$ cat src/rtl/perm_ctl.sv
// Sequencing controller for a 25-lane, two-bank iterated permutation:
// loads a block into bank 0, ping-pongs NROUNDS rounds between the banks, then streams the result out.
module perm_ctl #(
  parameter int NROUNDS = 24,
  parameter int LAT     = 1
) (
  input  logic       clk,
  input  logic       reset,
  input  logic       pushin,
  input  logic       firstin,
  output logic       stopin,
  output logic       pushout,
  output logic       firstout,
  input  logic       stopout,
  output logic [2:0] rax,
  output logic [2:0] ray,
  output logic       rsel,
  output logic [2:0] wax,
  output logic [2:0] way,
  output logic       wr,
  output logic       wsel,
  output logic [4:0] rnd,
  output logic [1:0] phase,
  output logic       err
);

  typedef enum logic [1:0] {
    IDLE   = 2'd0,
    LOAD   = 2'd1,
    ROUND  = 2'd2,
    UNLOAD = 2'd3
  } state_t;

  localparam logic [4:0] LAT5    = 5'(LAT);
  localparam logic [4:0] RLAST   = 5'(24 + LAT);
  localparam logic [4:0] NRLAST  = 5'(NROUNDS - 1);
  localparam logic [4:0] LASTIDX = 5'd24;

  state_t         state, state_nx;
  logic [4:0]     lane, lane_nx;
  logic [4:0]     cyc, cyc_nx;
  logic [4:0]     rnd_q, rnd_nx;
  logic [4:0]     outcnt, outcnt_nx;
  logic           src, src_nx;
  logic           err_q, err_nx;
  logic           issue;
  logic [LAT-1:0] pv, pf;

  function automatic logic [5:0] lane_xy(input logic [4:0] i);
    return {3'(i / 5'd5), 3'(i % 5'd5)};
  endfunction

  always_ff @(posedge clk or negedge reset) begin
    if (!reset) begin
      state  <= IDLE;
      lane   <= '0;
      cyc    <= '0;
      rnd_q  <= '0;
      outcnt <= '0;
      src    <= 1'b0;
      err_q  <= 1'b0;
      pv     <= '0;
      pf     <= '0;
    end else begin
      state  <= state_nx;
      lane   <= lane_nx;
      cyc    <= cyc_nx;
      rnd_q  <= rnd_nx;
      outcnt <= outcnt_nx;
      src    <= src_nx;
      err_q  <= err_nx;
      pv[0]  <= issue;
      pf[0]  <= issue && (lane == 5'd0);
      for (int k = 1; k < LAT; k++) begin
        pv[k] <= pv[k-1];
        pf[k] <= pf[k-1];
      end
    end
  end

  always_comb begin
    state_nx  = state;
    lane_nx   = lane;
    cyc_nx    = cyc;
    rnd_nx    = rnd_q;
    outcnt_nx = outcnt;
    src_nx    = src;
    err_nx    = 1'b0;
    issue     = 1'b0;
    stopin    = 1'b0;
    rax       = '0;
    ray       = '0;
    rsel      = 1'b0;
    wax       = '0;
    way       = '0;
    wr        = 1'b0;
    wsel      = 1'b0;
    unique case (state)
      IDLE: begin
        if (pushin) begin
          if (firstin) begin
            wr       = 1'b1;
            lane_nx  = 5'd1;
            state_nx = LOAD;
          end else begin
            err_nx = 1'b1;
          end
        end
      end
      LOAD: begin
        if (pushin) begin
          wr = 1'b1;
          // A stray first marker restarts the block at lane 0
          if (firstin) begin
            err_nx  = 1'b1;
            lane_nx = 5'd1;
          end else begin
            {way, wax} = lane_xy(lane);
            if (lane == LASTIDX) begin
              state_nx = ROUND;
              lane_nx  = '0;
              cyc_nx   = '0;
              rnd_nx   = '0;
              src_nx   = 1'b0;
            end else begin
              lane_nx = lane + 5'd1;
            end
          end
        end
      end
      ROUND: begin
        stopin = 1'b1;
        rsel   = src;
        wsel   = ~src;
        if (cyc < 5'd25) {ray, rax} = lane_xy(cyc);
        if (cyc >= LAT5) begin
          wr         = 1'b1;
          {way, wax} = lane_xy(cyc - LAT5);
        end
        if (cyc == RLAST) begin
          cyc_nx = '0;
          src_nx = ~src;
          if (rnd_q == NRLAST) begin
            state_nx  = UNLOAD;
            rnd_nx    = '0;
            lane_nx   = '0;
            outcnt_nx = '0;
          end else begin
            rnd_nx = rnd_q + 5'd1;
          end
        end else begin
          cyc_nx = cyc + 5'd1;
        end
      end
      UNLOAD: begin
        stopin = 1'b1;
        rsel   = src;
        if (!stopout && lane < 5'd25) begin
          issue      = 1'b1;
          {ray, rax} = lane_xy(lane);
          lane_nx    = lane + 5'd1;
        end
        // Reads already in flight keep draining regardless of stopout
        if (pv[LAT-1]) begin
          if (outcnt == LASTIDX) begin
            state_nx  = IDLE;
            lane_nx   = '0;
            outcnt_nx = '0;
            src_nx    = 1'b0;
          end else begin
            outcnt_nx = outcnt + 5'd1;
          end
        end
      end
      default: state_nx = IDLE;
    endcase
    if (!reset) wr = 1'b0;
  end

  assign pushout  = pv[LAT-1];
  assign firstout = pv[LAT-1] & pf[LAT-1];
  assign rnd      = rnd_q;
  assign phase    = state;
  assign err      = err_q;

endmodule

$ cat config.mk
export PLATFORM = sky130hd
export DESIGN_NAME = perm_ctl
export DESIGN_NICKNAME = d
export VERILOG_FILES = /design/src/rtl/perm_ctl.sv
export SDC_FILE = /design/constraint.sdc
export NUM_CORES = 1
export LEC_CHECK = 0
export BUFFER_PORTS_ARGS = -buffer_cell sky130_fd_sc_hd__clkbuf_2
export CAP_MARGIN = 0
export CORE_MARGIN = 5
export CORE_UTILIZATION = 51
export CTS_CLUSTER_SIZE = 12
export DETAILED_ROUTE_END_ITERATION = 10
export GPL_ROUTABILITY_DRIVEN = 0
export PLACE_DENSITY = 0.79
export SLEW_MARGIN = 5
export SYNTH_ARGS = -nofsm -noshare
export SYNTH_HDL_FRONTEND = slang
export SYNTH_SLANG_ARGS = --single-unit
$ cat constraint.sdc
create_clock -name clk -period 7.4 [get_ports clk]
set_input_delay 0.74 -clock clk [delete_from_list [all_inputs] [get_ports clk]]
set_output_delay 0.74 -clock clk [all_outputs]
set_load 0.05 [all_outputs]
### After elaboration in Yosys (flattened, before gate mapping)

Index checks and enable logic that the tools add are counted.

| word-level totals | value |
|---|---|
| word-level logic and storage cells | 123 |
| output and inout bits | 26 |
| input port bits | 5 |
| flip-flop bits (word level) | 26 |

| cells by class | value |
|---|---|
| multiplexer cells | 67 |
| reduce and logical (&&, ||, !) cells | 15 |
| magnitude comparators | 3 |
| equal/unequal tests | 16 |
| add/subtract/negate cells | 5 |
| bitwise logic cells | 2 |
| div/mod/pow operators | 6 |

Operators with widths:

| cell | number |
|---|---|
| 5-bit two-way mux | 18 |
| 3-bit two-way mux | 10 |
| 5-bit case mux with 2 select lines | 3 |
| 3-bit case mux with 2 select lines | 4 |
| 5-bit by 1-bit adder with 5-bit output (second input constant) | 4 |
| 5-bit equality test (second input constant) | 4 |
| 5-bit case mux with 4 select lines | 1 |
| 1-bit two-way mux | 18 |
| 2-bit two-way mux | 9 |
| 2-bit inequality test (second input constant) | 9 |
| 5-bit by 3-bit divider with 5-bit output (second input constant) | 3 |
| 5-bit by 3-bit remainder unit with 5-bit output (second input constant) | 3 |
| 5-bit less-than comparator (second input constant) | 2 |
| 5-bit AND reduction | 2 |
| 9-bit AND reduction | 1 |
| 2-bit case mux with 4 select lines | 1 |
| 4-bit AND reduction | 2 |
| 7-bit AND reduction | 1 |
| 1-bit case mux with 3 select lines | 2 |
| 5-bit by 1-bit greater-or-equal comparator with 1-bit output (second input constant) | 1 |
| 5-bit logical NOT | 1 |
| 5-bit by 1-bit subtractor with 5-bit output (second input constant) | 1 |
| 2-bit equality test (second input constant) | 2 |
| 2-bit nonzero test | 2 |
| 9 further kinds | 10 |

### Logic depth before layout (Yosys ltp)

| logic depth | value |
|---|---|
| depth after elaboration | 6 |
| gate-level depth with buffers | 17 |
| mapped depth without buffers | 14 |

### Worst setup path before layout

No wires, ideal clock.

| path | value |
|---|---|
| kind | register to output |
| from | reg cyc[1] |
| to | out wax[2] |
| slack | 2.355 ns |
| required time | 6.660 ns |
| cell stages (with the launch flop) | 18 |
| arrival | 4.305 ns |
| buffers on the path | 3 |
| cell sequence | dfrtp_1 > buf_2 > buf_4 > inv_1 > ha_1 > clkbuf_1 > o21bai_1 > o21ai_0 > a32oi_1 > mux2i_1 > nor2b_1 > ha_1 > nand3b_1 > o311ai_1 > a21boi_0 > o21ba_2 > o21a_1 > o32ai_1 |

| on the way | value |
|---|---|
| longest elaborated chain between the ends | 4 |
| elaborated cells on any way between the ends | 5 |
| classes of those cells | add/sub: 1; div: 1; order compare: 1; mux: 2 |

Ends and longest elaborated chain:

| what | line | text |
|---|---|---|
| start: declaration | 41 | `logic [4:0] cyc, cyc_nx;` |
| start signal: assignment | 67 | `cyc <= cyc_nx;` |
| 5-bit by 1-bit subtractor with 5-bit output | 138 | `{way, wax} = lane_xy(cyc - LAT5);` |
| 5-bit by 3-bit remainder unit with 5-bit output | 50 | `return {3'(i / 5'd5), 3'(i % 5'd5)};` |
| 3-bit two-way mux (*) | 136 | `if (cyc >= LAT5) begin` |
| 3-bit case mux with 2 select lines (*) | 98 | `unique case (state)` |
| end: declaration | 18 | `output logic [2:0] wax,` |

Mark *: on every way between the ends. The rest lies on a longest branch, timed or not.

### Worst setup path after layout

| path | value |
|---|---|
| from | reg cyc[0] |
| to | out wax[2] |

The elaborated chain is that of the path after synthesis.

==> reports/results.tsv <==
stage	metric	value	unit
critical_path	CP max stage cell	dfrtp_1	
min_path	Worst Hold Class	in2async	
critical_path	crit path kind	reg2out	
clock_tree	Skew-Pair Late Insertion Delay	0.28	ns
critical_path	startpoint type of the worst setup path	register	
floorplan	IO Pins	31	
finish	post-layout util	55.2	%
sta	part of the cycle the worst path needs	68.7	%
sta	maximum clock rate	197	MHz
yosys	EDFF count, synth	0	
yosys	Mapped Cells	384	
detailed_routing	DR vias	2968	
yosys	average cell area after synthesis	7.94	µm²
power_and_ir_drop	Comb pwr share	71.4	%
floorplan	die height	87.3	µm
yosys	Cell Area, Synth	3050	µm²
critical_path	Worst EP required	6.66	ns
critical_path	endpoint class of the critical path	primary output	
sta	clk_skew	0.00391	ns
critical_path	FF-to-FF Start	cyc[1]	
run_status	status	finished clean	
grt	largest net degree at the start of global routing	33	
yosys	asr flop ratio synth	100	%
critical_path	crit-path max FO	20	
sta	Final Max Slew Viols	0	
grt	initial antenna violation count	0	
run	Max Cap Viol	0	
sta	setup TNS	0	ns
finish	share of layout cells above drive strength 1	14.3	%
power_and_ir_drop	Leak Pwr	1.41	nW
critical_path	crit path capture	wax[2]	
floorplan	die area	7630	µm²
clock_tree	Setup Fix Bufs, Post-CTS	0	
detailed_routing	WL/cell	15.2	µm
sta	final hold viol count	0	
grt	first-pass GRT wire length	12.5	mm
sta	RSZ-0062 raised after global routing	no	
finish	antenna cells	0	
power_and_ir_drop	sw power	0.696	mW
clock_tree	CTS clk-pin slew, worst paths	0.09	ns
grt	Tot GR Track Use	19.7	%
critical_path	critical-path cell list	inv_1 > ha_1 > nor2b_1 > o21ai_0 > a2bb2oi_1 > a31oi_1 > nor2b_1 > ha_1 > nand3b_1 > o311ai_1 > a21boi_0 > o21ba_2 > o21a_1 > o32ai_1 > clkbuf_2	
detailed_routing	drt drc	0	
yosys	yosys warns	0	
sta	Slew @ Worst Pin	0.976	ns
place	setup slack at placement	2.66	ns
grt	vias in the first global route	2736	
sta	max_slew headroom	34.9	%
detailed_routing	Detailed Routing Iterations Pass 1	5	
yosys	syn_nets	418	
place	Port Buf Inserts	30	
critical_path	R2R setup slack	4.77	ns
power_and_ir_drop	PD cells	382	nW/µm²
critical_path	crit-path max cell delay	0.78	ns
sta	fin crit period	5.09	ns
floorplan	core area	5890	µm²
sta	final setup violation count	0	
detailed_routing	routed wire length	7.18	mm
clock_tree	CTS tree	done	
clock_tree	Post-CTS Resized	0	
power_and_ir_drop	Clk pwr share	7.7	%
clock_tree	H-tree depth	1	
sta	post-route setup slack	2.31	ns
finish	area delta synth->final	6.56	%
critical_path	R2R depth	8	
power_and_ir_drop	Switching Share	56.0	%
yosys	post-synthesis sequential area ratio	21.3	%
critical_path	Worst EP arrival	4.35	ns
clock_tree	Sink Count	26	
floorplan	num rows	28	
power_and_ir_drop	Worst IR Drop VDD	248	µV
critical_path	worst r2r dst	lane[3]	
place	DP Wirelength	5.45	mm
clock_tree	clk root buf	clkbuf_8	
clock_tree	CTS Buf Count	3	
clock_tree	CTS Buffer Depth	2	
yosys	Netlist cell types	72	
power_and_ir_drop	Int Pwr	0.547	mW
floorplan	die width	87.3	µm
finish	fin nets	433	
floorplan	Initial Util	51.8	%
yosys	ys flop type	dfrtp_1	
clock_tree	CTS Hold Buffers Added	0	
detailed_routing	Initial DRC Count	194	
detailed_routing	Via-to-Cell Ratio	6.27	
power_and_ir_drop	Reg power frac	20.9	%
critical_path	Critical Path Source	cyc[0]	
yosys	Synth Register Bits	26	
grt	GR Overflow Total	0	
detailed_routing	ANT nets after route	0	
## stage by stage
stage | std cells | area [µm²] | hold slack [ns] | power (mW)
finish | 473 | 3250 | 0.466 | 1.24
floorplan | 384 | 3050 | 0.444 | 0.965
CTS | 473 | 3250 | 0.494 | 1.24
global placement | 469 | 3200 | 0.469 | 1.11
global route | 473 | 3250 | 0.531 | 1.36
detailed placement | 469 | 3200 | 0.490 | 1.14
## cell type report
| type | instances | area [µm²] |
|---|---|---|
| clock buffers | 4 | 55.1 |
| inverters | 26 | 97.6 |
| repair buffers | 30 | 150 |
| multi-input cells | 312 | 2200 |
| flip-flops and latches | 26 | 651 |
| fillers | 562 | 2640 |
| well taps | 75 | 93.8 |
## metal layers
| layer | global-route usage, % | share of wire [%] | up-vias |
|---|---|---|---|
| li1 | - | - | 1454 |
| met1 | 26.1 | 45 | 1412 |
| met2 | 33.3 | 47 | 90 |
| met3 | 2.37 | 6.2 | 12 |
| met4 | 6.14 | 2.0 | 0 |
| met5 | 0 | 0 | - |
## cells by family (layout without fill, tap and decap cells)
| logic type | Yosys count | in the layout | synth area share [%] |
|---|---|---|---|
| compound gates | 135 | 135 | 31.8 |
| buf+inv | 46 | 60 | 6.44 |
| simple gates | 135 | 135 | 24.4 |
| xor+xnor | 6 | 6 | 1.72 |
| fa+ha+maj | 30 | 30 | 12.2 |
| flops | 26 | 26 | 21.3 |
| mux | 6 | 6 | 2.05 |
## worst max-delay path, delay by kind of cell (launching register included)
family / cells / cell delay [ns]
simple gates: 3 / 0.51
compound gates: 8 / 1.47
flops: 1 / 0.78
buf+inv: 2 / 0.64
fa+ha+maj: 2 / 0.66
## how the worst min path moves through the flow
stage	from	to	cells past startpoint
detailed placement	outcnt[4]	outcnt[4]	1
CTS	reset	lane[1]	1
global route	reset	lane[1]	1
finish	reset	lane[1]	1
global placement	outcnt[4]	outcnt[4]	1
floorplan	reset	cyc[0]	0
## state kept, by name, summed over array words and instances, names as in the netlist
name,count
outcnt,5
pf,1
rnd,5
lane,5
cyc,5
pushout,1
phase,2
src,1
err,1
## synth_stat cells (4+ instances only)
master	number	area, µm²
o21ai_0	32	160
ha_1	29	363
nand2_1	28	105
dfrtp_1	26	651
inv_1	25	93.8
a21oi_1	20	100
nor2_1	20	75.1
nor3_1	19	95.1
o22ai_1	13	81.3
nand3_1	12	60.1
nand2b_1	11	68.8
buf_2	10	50.1
and2_1	7	43.8
o31ai_1	7	52.6
a31oi_1	6	37.5
clkbuf_1	6	22.5
nor2b_1	6	37.5
nand4_1	5	31.3
o21a_1	5	37.5
o21bai_1	5	37.5
a21o_1	4	30.0
mux2i_1	4	40.0
o211ai_1	4	30.0
or2_2	4	25.0
## power by group through the flow
stage                     logic, mW  registers (mW)  clock network, mW
after global routing          0.985           0.270              0.102
after detailed placement      0.878           0.263                  0
after floorplan               0.718           0.247                  0
after CTS                     0.882           0.259             0.0968
final                         0.887           0.260             0.0959
after global placement        0.858           0.257                  0
## cell usage in the layout (no fill, tap or decap), types with 3 or more instances in the layout
| master | Yosys | layout |
|---|---|---|
| o21ai_0 | 32 | 32 |
| clkbuf_2 | 0 | 30 |
| ha_1 | 29 | 29 |
| nand2_1 | 28 | 28 |
| dfrtp_1 | 26 | 26 |
| inv_1 | 25 | 25 |
| a21oi_1 | 20 | 20 |
| nor2_1 | 20 | 20 |
| nor3_1 | 19 | 19 |
| o22ai_1 | 13 | 13 |
| nand3_1 | 12 | 12 |
| nand2b_1 | 11 | 11 |
| o31ai_1 | 7 | 7 |
| and2_1 | 7 | 7 |
| nor2b_1 | 6 | 6 |
| a31oi_1 | 6 | 6 |
| o21a_1 | 5 | 5 |
| o21bai_1 | 5 | 5 |
| nand4_1 | 5 | 5 |
| or2_2 | 4 | 4 |
| o211ai_1 | 4 | 4 |
| mux2i_1 | 4 | 4 |
| a21o_1 | 4 | 4 |
| clkbuf_8 | 0 | 4 |
| xor2_1 | 3 | 3 |
| o21ai_1 | 3 | 3 |
| nand3b_1 | 3 | 3 |
| and3b_1 | 3 | 3 |
| a22oi_1 | 3 | 3 |
| o22a_1 | 3 | 3 |
| xnor2_1 | 3 | 3 |
| a211oi_1 | 3 | 3 |
Power figures use the tool's default switching activity.
